### src/rtl/uart_frame_arbiter.sv
// uart_frame_arbiter: round-robin share of one uart_tx among NUM_CH requesters, sending 5-byte framed samples
module uart_frame_arbiter #(
  parameter int         NUM_CH    = 4,
  parameter logic [7:0] SYNC_BYTE = 8'hAA
) (
  input  logic                 clk,
  input  logic                 rst_n,
  input  logic [NUM_CH-1:0]    req,
  input  logic [NUM_CH*16-1:0] req_data,
  output logic [NUM_CH-1:0]    ack,
  output logic                 frame_done,
  output logic                 arb_busy,
  output logic                 tx_start,
  output logic [7:0]           tx_data,
  input  logic                 tx_busy
);
  typedef enum logic [1:0] {IDLE, SEND, WAIT_HI, WAIT_LO} state_t;
  state_t state;
  logic [2:0] last_grant, ch, win, byte_idx;
  logic [1:0] guard;
  logic [15:0] sample, win_data;
  logic [NUM_CH-1:0] pick;
  logic found;
  logic [7:0] cur_byte, csum;
  // round-robin pick: channels above last_grant outrank those at or below it, lowest index first within each group
  always_comb begin
    win = '0;
    win_data = '0;
    pick = '0;
    found = 1'b0;
    for (int i = NUM_CH - 1; i >= 0; i--)
      if (req[i] && i <= int'(last_grant)) begin
        win = 3'(i);
        win_data = req_data[16*i +: 16];
        pick = '0;
        pick[i] = 1'b1;
        found = 1'b1;
      end
    for (int i = NUM_CH - 1; i >= 0; i--)
      if (req[i] && i > int'(last_grant)) begin
        win = 3'(i);
        win_data = req_data[16*i +: 16];
        pick = '0;
        pick[i] = 1'b1;
        found = 1'b1;
      end
  end
  assign csum = SYNC_BYTE ^ {5'b0, ch} ^ sample[15:8] ^ sample[7:0];
  assign cur_byte = byte_idx == 3'd0 ? SYNC_BYTE :
                    byte_idx == 3'd1 ? {5'b0, ch} :
                    byte_idx == 3'd2 ? sample[15:8] :
                    byte_idx == 3'd3 ? sample[7:0] : csum;
  // frame controller: grant, then per byte start, wait busy rise (with resend guard), wait busy fall
  always_ff @(posedge clk or negedge rst_n) begin
    if (!rst_n) begin
      state      <= IDLE;
      last_grant <= 3'(NUM_CH - 1);
      ch         <= '0;
      sample     <= '0;
      byte_idx   <= '0;
      guard      <= '0;
      ack        <= '0;
      frame_done <= 1'b0;
      arb_busy   <= 1'b0;
      tx_start   <= 1'b0;
      tx_data    <= '0;
    end else begin
      ack        <= '0;
      frame_done <= 1'b0;
      tx_start   <= 1'b0;
      case (state)
        IDLE: begin
          arb_busy <= found && !tx_busy;
          if (found && !tx_busy) begin
            last_grant <= win;
            ch         <= win;
            sample     <= win_data;
            ack        <= pick;
            byte_idx   <= '0;
            state      <= SEND;
          end
        end
        SEND: begin
          tx_data  <= cur_byte;
          tx_start <= 1'b1;
          guard    <= '0;
          state    <= WAIT_HI;
        end
        WAIT_HI: begin
          if (tx_busy) state <= WAIT_LO;
          else if (guard == 2'd3) state <= SEND;
          else guard <= guard + 2'd1;
        end
        WAIT_LO: begin
          if (!tx_busy) begin
            if (byte_idx == 3'd4) begin
              frame_done <= 1'b1;
              state      <= IDLE;
            end else begin
              byte_idx <= byte_idx + 3'd1;
              state    <= SEND;
            end
          end
        end
        default: state <= IDLE;
      endcase
    end
  end
endmodule

### config.mk
export PLATFORM = sky130hd
export DESIGN_NAME = uart_frame_arbiter
export DESIGN_NICKNAME = d
export VERILOG_FILES = /design/src/rtl/uart_frame_arbiter.sv
export SDC_FILE = /design/constraint.sdc
export NUM_CORES = 1
export LEC_CHECK = 0
export BUFFER_PORTS_ARGS = -buffer_cell sky130_fd_sc_hd__buf_2
export CAP_MARGIN = 20
export CORE_MARGIN = 8
export CORE_UTILIZATION = 40
export CTS_CLUSTER_DIAMETER = 100
export DETAILED_ROUTE_END_ITERATION = 6
export GPL_TIMING_DRIVEN = 0
export MAX_ROUTING_LAYER = met4
export PLACE_DENSITY = 0.73
export SLEW_MARGIN = 20
export SYNTH_ARGS = -nofsm -noshare
export SYNTH_HDL_FRONTEND = slang
export SYNTH_SLANG_ARGS = --single-unit
### constraint.sdc
create_clock -name clk -period 1.7 [get_ports clk]
set_clock_uncertainty 0.1 [all_clocks]
set_input_delay 0.085 -clock clk [delete_from_list [all_inputs] [get_ports clk]]
set_output_delay 0.085 -clock clk [all_outputs]
set_load 0.05 [all_outputs]
# == After elaboration in Yosys (flattened, before gate mapping) ==
# Index checks and enable logic that the tools add are counted.
# word_totals
reg_bits,44
inputBits,71
out_inout_bits,15
wordCells,103
# op_classes
add_sub_neg,2
order_cmp,6
n_eq_ne,14
mux,51
bitwise_logic,3
n_reduce_logical,16
# op_table
cell,n
two-way mux 16 bit,7
two-way mux 4 bit,9
two-way mux 8 bit,4
two-way mux 3 bit,8
two-way mux 2 bit,8
bitwise XOR 8 bit,2
two-way mux 1 bit,12
"inequality test 2 bit, second input constant",5
case mux 2 bit (4 select lines),1
logical AND 1 bit,7
"== test 2 bit, second input constant",3
"== test 3 x 2 -> 1 bit, second input constant",2
"greater-than comparator 2 x 3 -> 1 bit, first input constant",2
"less-or-equal comparator 2 x 3 -> 1 bit, first input constant",2
case mux 3 bit (2 select lines),1
AND reduction 3 bit,2
NOT 1 -> 4 bit,1
case mux 2 bit (2 select lines),1
AND reduction 4 bit,1
nonzero test 2 bit,2
"adder 3 x 1 -> 3 bit, second input constant",1
"== test 3 x 1 -> 1 bit, second input constant",1
"== test 3 bit, second input constant",1
"greater-than comparator 1 x 3 -> 1 bit, first input constant",1
8 further kinds,8

# == Longest topological paths before layout ==
# Gate-level depths: netlist of run 1.
# logic_depth
depth_word,12
mapped_depth,8
mapped_depth_nobuf,6

# == Least setup slack after synthesis of run 1 ==
# OpenSTA, ideal clock, no wires.
# synth_path
kind,register to register
startpoint,reg last_grant[0]
endpoint,reg sample[0]
setup_ns,0.131
t_arrival_ns,1.484
t_required_ns,1.469
setup_slack_ns,-0.015
path_stages_with_launch,6
n_path_buf,1
cell_sequence,dfstp_2 nand2b_2 buf_2 mux2_2 o21ai_0 o22ai_1
# synth_via
elab_chain_len,11
elab_cells_between_ends,28
cone_classes,6 x order compare; 14 x mux; 8 x reduce/logical
# synth_rtl
item,line_no,text
"start, declared",19,"logic [2:0] last_grant, ch, win, byte_idx;"
"start signal, assigned",57,last_grant <= 3'(NUM_CH - 1);
"start signal, assigned",75,last_grant <= win;
less-or-equal comparator 2 x 3 -> 1 bit,32,if (req[i] && i <= int'(last_grant)) begin
logical AND 1 bit,32,
two-way mux 1 bit (4 in a row),32,
two-way mux 1 bit (3 in a row),40,if (req[i] && i > int'(last_grant)) begin
logical AND 1 bit,74,if (found && !tx_busy) begin
AND reduction 2 bit (no line),--,
"end signal, assigned",77,sample <= win_data;
"end, declared",21,"logic [15:0] sample, win_data;"
# Parallel ways exist; a longest one is shown, timed or not.
# A chain may end at the register's enable or synchronous reset.

# == Worst setup path in the final report of run 1 ==
# layout_path
startpoint,reg state[1]
endpoint,reg sample[14]
# layout_via
elab_chain_len,2
# layout_rtl
item,line_no,text
"start, declared",18,state_t state;
"start signal, assigned",56,state <= IDLE;
"start signal, assigned",80,state <= SEND;
"start signal, assigned",87,state <= WAIT_HI;
logical NOT 2 bit,71,case (state)
AND reduction 2 bit (no line),--,
# No other way between the ends.

==> metrics.yaml, run 1 <==
r2r_end: "sample[14]"
num_vias: 4057
cts_max_level: 2
ys_warn_count: 0
synth-main-ff-cell: "dfrtp_1"
violations: "negative setup slack"
worstPathCellList: "or4_4 -> buf_8 -> a2111oi_4 -> a21oi_1"
p_per_area_nw_per_um2: 1410
timing.final.crit_share_pct: 103
path_class: "reg -> reg"
top_usage_layer: "met2"
min_path_type: "in -> reg"
grt_pass1_wl_um: 19900
fin_nets: 641
stdcell_count: 676
wl_per_cell_um: 19.1
insertion_delay_ps: 300
drc: 0
use_met3_pct: 2.87
synthToLayoutAreaGrowth_pct: 32.9
slowest_stage: "or4_4"
post_synth_instance_area_um2: 3670
cts-root-buf: "clkbuf_8"
grt-ovfl-total: 0
whs_endpoint: "sample[13]"
hold_viol: 0
io_pins: 86
hold_path.startpoint: "req_data[45]"
synth-seq-cells: 42
fp-row-count: 35
status: "finished, violations left"
place_ws_ps: -440
antenna_cells: 0
cts_made_buffers: 5
layout_setup_ws_ps: -46.3
ant_nets: 0
rsz0062_at_grt: "yes"
synth_edf_count: 0
drt_iter0_drc: 500
use_met1_pct: 24.6
ir_worst_vdd_mv: 0.525
antenna_found_initial: 0
required_ps: 1770
critPathLaunchType: "flop"
grt_usage_pct: 20.0
setup_violations: 5
drv_slew: 0
leakagePower_nw: 2.16
dieArea_um2: 12500
synth.avg_cell_area_um2: 8.04
worstPathArrival_ps: 1820
path_clk_slew_ps: 80
wl_um: 12900
hpwl_um: 9180
synth_cell_types: 55
worst_pin_slew_ps: 924
die_w_um: 112
hold_depth: 3
start_util_pct: 40.4
critPathMaxFanout: 7
yosysSeqAreaShare_pct: 28.7
drt-pass1-iter-count: 6
cp_slowest_stage_delay_ps: 600
grtUsageMet2_pct: 32.3
syn_nets: 533
max_freq_mhz: 573
grt_max_degree: 43
r2r_cells: 4
r2r-start: "state[1]"
gp_congestion: 0.941
grt_pass1_vias: 4057
core_um2: 9060
synth_cells: 456
synth-async-reset-ratio_pct: 100
io_buffers: 83
tritoncts: "built"
vias_per_cell: 6.00
end_kind: "flop"
slew_headroom_pct: 38.4
power_mw: 6.85
layout-drive-gt1-share_pct: 37.2
min_period_ps: 1750
r2r_slack_ps: -50
clock-sinks: 42
placed_cells: 650
cts_buffer_depth: 2
drv_cap: 0
die_y_um: 112
worst max path at each step:
stage	start	endpoint	slack (ps)
3_3_place_gp	last_grant[1]	sample[15]	-410
4_1_cts	last_grant[0]	sample[15]	-40
3_5_place_dp	last_grant[1]	sample[15]	-440
6_report	state[1]	sample[14]	-50
2_1_floorplan	last_grant[1]	sample[15]	30
5_1_grt	state[1]	sample[14]	-70
logic make-up (layout without fill, tap and decap cells):
logic type                 Yosys count  in the layout  share of synthesized area, %
adders and majority gates            6              6                          2.05
buffers and inverters               62            171                          7.92
xor gates and xnor gates             1              1                         0.239
muxes                               23             23                          6.89
and+or+nand+nor                    147            147                          22.2
DFF                                 42             42                          28.7
AOI/OAI and AO/OA                  175            175                          32.0
cell usage in the layout, fill, tap and decap left out, types with 7 or more instances in the layout:
cell type  instances
o21ai_1           23
dfrtp_1           38
a311oi_2           7
nand3b_1          16
mux2_2            13
a221o_1           13
a21oi_1           49
nor2_1            23
buf_2             93
nand2b_1          24
nand2_1           41
inv_1             16
o21ai_0           17
nor2b_1            7
clkbuf_1          10
clkbuf_8           7
a21o_1            18
buf_4             19
metrics by stage:
step	hold WS, ps	TNS, ps	util, %	cell area (um2)
finish	14.7	-137	53.8	4870
global placement	171	-5070	46.6	4220
global route	36.7	-970	53.8	4870
floorplan	-311	0	-	3670
detailed placement	174	-6300	46.6	4220
CTS	25.7	-43.4	50.9	4610
flip-flops by register name, summed over array words and instances (netlist names):
name	flops
byte_idx	3
tx_data	8
ch	2
last_grant	2
arb_busy	1
state	2
ack	4
frame_done	1
sample	16
guard	2
tx_start	1
routing by layer:
metal | part of all wire [%] | routed length, um
met1 | 43 | 5520
met2 | 48 | 6250
met3 | 6.3 | 810
met4 | 2.6 | 332
met5 | 0 | 0
power breakdown:
| group | total [mW] | switching, mW | leakage (nW) | internal (mW) |
|---|---|---|---|---|
| Clock | 0.691 | 0.362 | 0.0482 | 0.329 |
| Sequential | 1.77 | 0.379 | 0.517 | 1.39 |
| Combinational | 4.39 | 2.47 | 1.60 | 1.91 |
repair_timing:
action / 4_1_cts / 5_1_grt
resized for setup: 63 / 55
hold buffers: 1 / 0
setup endpoints to repair: 33 / 34
pin swaps: 8 / 27
buffers inserted: 11 / 6
gates cloned: 0 / 1
endpoints found under the hold margin: 40 / 0
final cells by class:
type                       count  area, um2
multi-input combinational    352       2570
inverter                      21       83.8
buffer                        40        312
sequential                    42       1060
clock inverter                 1       5.00
fill                         825       4190
clock buffer                   7       86.3
tap                          111        139
timing repair buffer         102        619
cells in the mapped netlist, drive strengths merged (4+ instances only):
library cell  number  area (um2)
a21boi             4        33.8
nand2             43         161
a21o              18         135
and2               4        25.0
dfrtp             40        1000
ha                 6        75.1
o21ai             45         225
a21oi             52         264
and3               5        31.3
mux2              18         203
a2111oi            4        53.8
a311oi            13         114
nand3b            16         120
a221o             13         130
nor2b              7        43.8
nor3               7        35.0
mux2i              5        50.1
nand2b            27         171
o22a               4        35.0
a32oi              4        35.0
clkbuf            19        71.3
inv               21        78.8
nor2              24        92.6
buf               22         140
worst max-delay path, delay by kind of cell (launching register included):
| kind | cells | cell delay (ps) |
|---|---|---|
| compound gates | 2 | 310 |
| flops | 1 | 440 |
| simple gates | 1 | 600 |
| buf+inv | 1 | 170 |
(Power assumes the default switching activity.)
==> inputs of run 2 (changes only) <==
--- a/config.mk
+++ b/config.mk
@@ -14,7 +14,7 @@
 export GPL_TIMING_DRIVEN = 0
 export MAX_ROUTING_LAYER = met4
 export PLACE_DENSITY = 0.73
-export SLEW_MARGIN = 20
+export SLEW_MARGIN = 5
 export SYNTH_ARGS = -nofsm -noshare
 export SYNTH_HDL_FRONTEND = slang
 export SYNTH_SLANG_ARGS = --single-unit
==> constraint.sdc (replaced) <==
create_clock -name clk -period 1.5 [get_ports clk]
set_clock_uncertainty 0.1 [all_clocks]
set_input_delay 0.075 -clock clk [delete_from_list [all_inputs] [get_ports clk]]
set_output_delay 0.075 -clock clk [all_outputs]
set_load 0.05 [all_outputs]
==> run 2 against run 1 <==
  * The flow still finishes with violations (negative setup slack)
  * Via count is 3.4% higher
  * Clock power is 28% higher
  * Maximum frequency is 3.3% lower
  * Clock-buffer cell count is 1 lower
  * Highest routed layer unchanged
==> metrics.yaml, run 2 (synthesized netlist as in run 1, its figures left out) <==
grt_pass1_wl_um: 22100  # was 19900 um
cts_buffer_depth: 2  # unchanged
setup_violations: 35  # was 5
path_class: "reg -> reg"  # unchanged
grt_max_degree: 43  # unchanged
die_w_um: 112  # unchanged
fp-row-count: 35  # unchanged
layout-drive-gt1-share_pct: 46.3  # was 37.2%
p_sw_share_pct: 45.0  # was 46.9%
fill_cells: 749  # was 825
largest_register_ffs: 16  # unchanged
min_period_ps: 1810  # was 1750 ps
timing.final.crit_share_pct: 120  # was 103%
die_y_um: 112  # unchanged
mostFrequentLayoutCells: "buf_2 (91), a21oi_1 (46), nand2_1 (39)"  # was buf_2 (93), a21oi_1 (49), nand2_1 (41)
tritoncts: "built"  # unchanged
max_freq_mhz: 554  # was 573 MHz
r2r_cells: 5  # was 4
drc: 0  # unchanged
p_per_area_nw_per_um2: 1680  # was 1410 nW/um2
violations: "negative setup slack"  # unchanged
multi_input_area_um2: 2920  # was 2570 um2
drt-pass1-iter-count: 5  # was 6
tns_ps: -6650  # was -137 ps
dieArea_um2: 12500  # unchanged
slowest_stage: "dfstp_2"  # was or4_4
cts_max_level: 2  # unchanged
gp_congestion: 0.948  # was 0.941
antenna_cells: 0  # unchanged
io_buffers: 83  # unchanged
layout_setup_ws_ps: -306  # was -46.3 ps
slew_headroom_pct: 39.7  # was 38.4%
wl_um: 14200  # was 12900 um
hold_viol: 0  # unchanged
power_mw: 9.34  # was 6.85 mW
clock-sinks: 42  # unchanged
insertion_delay_ps: 300  # about the same
wl_per_cell_um: 20.3  # was 19.1 um
final_common_cell: "buf_2"  # unchanged
place_ws_ps: -474  # was -440 ps
switchingPower_mw: 4.21  # was 3.21 mW
cellInternalPower_mw: 5.14  # was 3.63 mW
drv_cap: 0  # unchanged
placed_cells: 650  # unchanged
antenna_found_initial: 0  # unchanged
path_clk_slew_ps: 80  # about the same
grt_usage_pct: 22.0  # was 20.0%
hpwl_um: 9490  # was 9180 um
fin_nets: 664  # was 641
worstPathCellList: "and4b_4 -> buf_8 -> a221o_1 -> a311oi_2 -> o21ai_1"  # was or4_4 -> buf_8 -> a2111oi_4 -> a21oi_1
fin_util_pct: 61.4  # was 53.8%
combPwrFrac_pct: 68.1  # was 64.1%
largestRegisters: "sample: 16 flops, tx_data: 8 flops, ack: 4 flops"  # unchanged
core_um2: 9060  # unchanged
worst_pin_slew_ps: 905  # was 924 ps
worstPathArrival_ps: 1890  # was 1820 ps
end_kind: "flop"  # unchanged
drt_iter0_drc: 291  # was 500
rsz0062_at_grt: "yes"  # unchanged
stdcell_count: 699  # was 676
vias_per_cell: 6.00  # about the same
num_vias: 4196  # was 4057
ir_worst_vdd_mv: 0.653  # was 0.525 mV
synthToLayoutAreaGrowth_pct: 51.8  # was 32.9%
leakagePower_nw: 2.46  # was 2.16 nW
ant_nets: 0  # unchanged
final_area_um2: 5570  # was 4870 um2
seq_area_um2: 1060  # about the same
crit_cells: 5  # was 4
cts_made_buffers: 5  # unchanged
place_area_um2: 4350  # was 4220 um2
drv_slew: 0  # unchanged
io_pins: 86  # unchanged
grt_pass1_vias: 4376  # was 4057
required_ps: 1580  # was 1770 ps
status: "finished, violations left"  # unchanged
path_delay_family: "compound AO/OA/AOI/OAI gates"  # was simple AND/OR/NAND/NOR gates
largest-register: "sample"  # unchanged
grt-ovfl-total: 0  # unchanged
min_path_type: "in -> reg"  # unchanged
seqPwrFrac_pct: 22.4  # was 25.9%
start_util_pct: 40.4  # unchanged
fin_hold_ws_ps: 33.9  # was 14.7 ps
cp_slowest_stage_delay_ps: 430  # was 600 ps
critPathMaxFanout: 10  # was 7
critPathLaunchType: "flop"  # unchanged
hold_depth: 2  # was 3
clkPwrFrac_pct: 9.5  # was 10.1%
path_buf_inv: 1  # unchanged
cts-root-buf: "clkbuf_8"  # unchanged
[run 2: cell count changes in the layout (fill, tap and decap cells not counted), moves of 4 or more]
cell      before  now
buf_4         19   27
o21ai_0       17    8
mux2_4         3   18
clkbuf_8       7   11
mux2_2        13    0
buf_6          6   14
a311oi_2       7   11
a311oi_1       6    1
o21ai_2        5   12
[run 2: final cells by class]
class | instances | share of cell area (%)
multi-input combinational | 353 | 52.5
sequential | 42 | 19.0
timing repair buffer | 125 | 15.4
buffer | 39 | 6.97
tap | 111 | 2.50
inverter | 21 | 1.73
clock buffer | 6 | 1.30
clock inverter | 2 | 0.674
[run 2: worst register-to-register path: stages (launching register included)]
cell and delay [ps]:
dfstp_2 430, and4b_4 240, buf_8 140, a221o_1 370
a311oi_2 300, o21ai_1 110
[run 2: final timing paths]
path / start / endpoint / slack, ps
worst min register to register: tx_data[0] / tx_data[0] / 380
worst max-delay path: last_grant[1] / sample[5] / -310
min in group asynchronous: rst_n / arb_busy / 350
max in group asynchronous: rst_n / state[1] / 340
worst min-delay path: tx_busy / frame_done / 30
worst max register to register: last_grant[1] / sample[5] / -310
[run 2: what timing repair did]
action | CTS | global route
resized for setup | 113 | 63
setup buffers | 18 | 18
setup endpoints to repair | 35 | 39
cloned | 4 | 1
hold buffers | 2 | 0
hold endpoints to repair | 41 | 0
pin swaps | 44 | 37
[run 2: power groups by stage]
stage                     combinational (mW)  clock, mW  sequential [mW]
after floorplan                         2.79          0             2.19
after global placement                  3.97          0             1.99
after detailed placement                4.09          0             2.01
after CTS                               5.37      0.894             2.02
after global routing                    6.72      0.947             2.15
final                                   6.37      0.885             2.09
[run 2: per-layer routing]
| layer | vias to the layer above | share of wire (%) | GRT usage (%) |
|---|---|---|---|
| met2 | 189 | 50 | 37.2 |
| li1 | 1936 | - | - |
| met1 | 2038 | 42 | 26.0 |
| met4 | 0 | 2.3 | 6.93 |
| met5 | - | 0 | - |
| met3 | 33 | 5.9 | 4.06 |
==> inputs of run 3 (changes only) <==
--- a/config.mk
+++ b/config.mk
@@ -14,6 +14,7 @@
 export GPL_TIMING_DRIVEN = 0
 export MAX_ROUTING_LAYER = met4
 export PLACE_DENSITY = 0.73
+export RECOVER_POWER = 50
 export SLEW_MARGIN = 5
 export SYNTH_ARGS = -nofsm -noshare
 export SYNTH_HDL_FRONTEND = slang
==> run 3 against run 2 <==
  * The run still ends with negative setup slack left
  * Total power is 0.46% lower
  * Design area decreased by 0.40%
  * Worst hold slack improved by 2.3 ps
  * Register-to-register slack about the same
==> metrics.yaml, run 3 (synthesized netlist as in run 1, its figures left out) <==
leakagePower_nw: 2.41  # was 2.46 nW
final_common_cell: "buf_2"  # unchanged
drt_iter0_drc: 282  # was 291
placed_cells: 650  # unchanged
ant_nets: 0  # unchanged
ir_worst_vdd_mv: 0.652  # was 0.653 mV
gp_congestion: 0.948  # unchanged
place_area_um2: 4350  # unchanged
fin_util_pct: 61.1  # was 61.4%
r2r-start: "last_grant[1]"  # unchanged
slew_headroom_pct: 32.8  # was 39.7%
die_y_um: 112  # unchanged
critPathLaunchType: "flop"  # unchanged
rsz0062_at_grt: "yes"  # unchanged
violations: "negative setup slack"  # unchanged
required_ps: 1580  # about the same
die_w_um: 112  # unchanged
io_pins: 86  # unchanged
drv_slew: 0  # unchanged
max_freq_mhz: 556  # was 554 MHz
drt-pass1-iter-count: 5  # unchanged
p_sw_share_pct: 45.2  # was 45.0%
synthToLayoutAreaGrowth_pct: 51.2  # was 51.8%
timing.final.crit_share_pct: 120  # about the same
clkPwrFrac_pct: 9.5  # about the same
min_path_type: "in -> reg"  # unchanged
path_clk_slew_ps: 80  # about the same
place_ws_ps: -474  # unchanged
core_um2: 9060  # unchanged
clock-sinks: 42  # unchanged
cts_max_level: 2  # unchanged
grt_pass1_vias: 4376  # unchanged
drc: 0  # unchanged
path_class: "reg -> reg"  # unchanged
setup_violations: 35  # unchanged
cts_buffer_depth: 2  # unchanged
mostFrequentLayoutCells: "buf_2 (75), a21oi_1 (46), nand2_1 (39)"  # was buf_2 (91), a21oi_1 (46), nand2_1 (39)
layout_setup_ws_ps: -300  # was -306 ps
grt_usage_pct: 22.0  # unchanged
seqPwrFrac_pct: 22.5  # was 22.4%
cts-root-buf: "clkbuf_8"  # unchanged
start_util_pct: 40.4  # unchanged
end_kind: "flop"  # unchanged
grt_max_degree: 43  # unchanged
final_area_um2: 5540  # was 5570 um2
crit_start: "last_grant[1]"  # unchanged
p_per_area_nw_per_um2: 1680  # about the same
worst_pin_slew_ps: 1010  # was 905 ps
status: "finished, violations left"  # unchanged
grt_pass1_wl_um: 22100  # unchanged
vias_per_cell: 6.04  # was 6.00
cts_made_buffers: 5  # unchanged
layout-drive-gt1-share_pct: 43.5  # was 46.3%
fp-row-count: 35  # unchanged
num_vias: 4222  # was 4196
drv_cap: 0  # unchanged
stdcell_count: 699  # unchanged
tritoncts: "built"  # unchanged
insertion_delay_ps: 300  # about the same
io_buffers: 83  # unchanged
cellInternalPower_mw: 5.10  # was 5.14 mW
power_mw: 9.30  # was 9.34 mW
hold_viol: 0  # unchanged
hold_path.startpoint: "tx_busy"  # unchanged
wl_per_cell_um: 20.3  # about the same
largestRegisters: "sample: 16 flops, tx_data: 8 flops, ack: 4 flops"  # unchanged
combPwrFrac_pct: 68.0  # was 68.1%
hpwl_um: 9490  # unchanged
largest-register: "sample"  # unchanged
worstPathArrival_ps: 1880  # was 1890 ps
antenna_found_initial: 0  # unchanged
largest_register_ffs: 16  # unchanged
critPathMaxFanout: 10  # unchanged
fin_nets: 664  # unchanged
min_period_ps: 1800  # was 1810 ps
switchingPower_mw: 4.20  # was 4.21 mW
antenna_cells: 0  # unchanged
dieArea_um2: 12500  # unchanged
grt-ovfl-total: 0  # unchanged
wl_um: 14200  # about the same
==> run 3: cell count changes in the layout (fill, tap and decap cells not counted) <==
cell      previous run  this run
buf_2               91        75
buf_4               27        26
clkbuf_1             8        24
clkbuf_2             2         3
==> run 3: critical path: stages, from the launching register on <==
cell and delay, ps:
dfstp_2 430, and4b_4 230, buf_8 140, a221o_1 370, a311oi_2 290, o21ai_1 110
==> run 3: final timing paths <==
path / end / slack (ps) / cells after the start
hold / removal: frame_done / 40 / 2
max in group asynchronous: byte_idx[0] / 240 / 2
setup reg to reg: sample[5] / -300 / 5
setup / recovery: sample[5] / -300 / 5
hold reg to reg: tx_data[0] / 380 / 2
min in group asynchronous: arb_busy / 380 / 2
==> run 3: repair_timing <==
action | in CTS | in global routing
setup buffers | 18 | 18
cloned | 4 | 1
endpoints found under the setup margin | 35 | 39
hold buffers | 2 | 0
hold endpoints to repair | 41 | 0
gates resized for setup | 113 | 63
pin swaps | 44 | 37
==> run 3: through the flow <==
step	hold slack (ps)	setup TNS, ps
after CTS	13.0	-4940
after global routing	37.4	-8130
after global placement	152	-8410
after detailed placement	162	-8940
after floorplan	-321	-1370
final	36.2	-6610
==> run 3: per-layer routing <==
layer	vias to the layer above	wire length, um	global-route usage [%]
li1	1941	-	-
met1	2029	6010	26.0
met2	216	6980	37.2
met3	36	849	4.06
met4	0	322	6.93
met5	-	0	-
==> run 3: power by group through the flow <==
stage	clock (mW)	sequential (mW)	combinational, mW
after CTS	0.894	2.02	5.37
after global routing	0.947	2.15	6.68
final	0.881	2.10	6.32
after floorplan	0	2.19	2.79
after global placement	0	1.99	3.97
after detailed placement	0	2.01	4.09
==> run 3: area by class of cell <==
type / count / area, um2
Fill cell: 758 / 3520
Multi-Input combinational cell: 353 / 2920
Sequential cell: 42 / 1060
Timing Repair Buffer: 125 / 832
Buffer: 39 / 388
Tap cell: 111 / 139
Inverter: 21 / 96.3
Clock buffer: 6 / 72.6
Clock inverter: 2 / 37.5
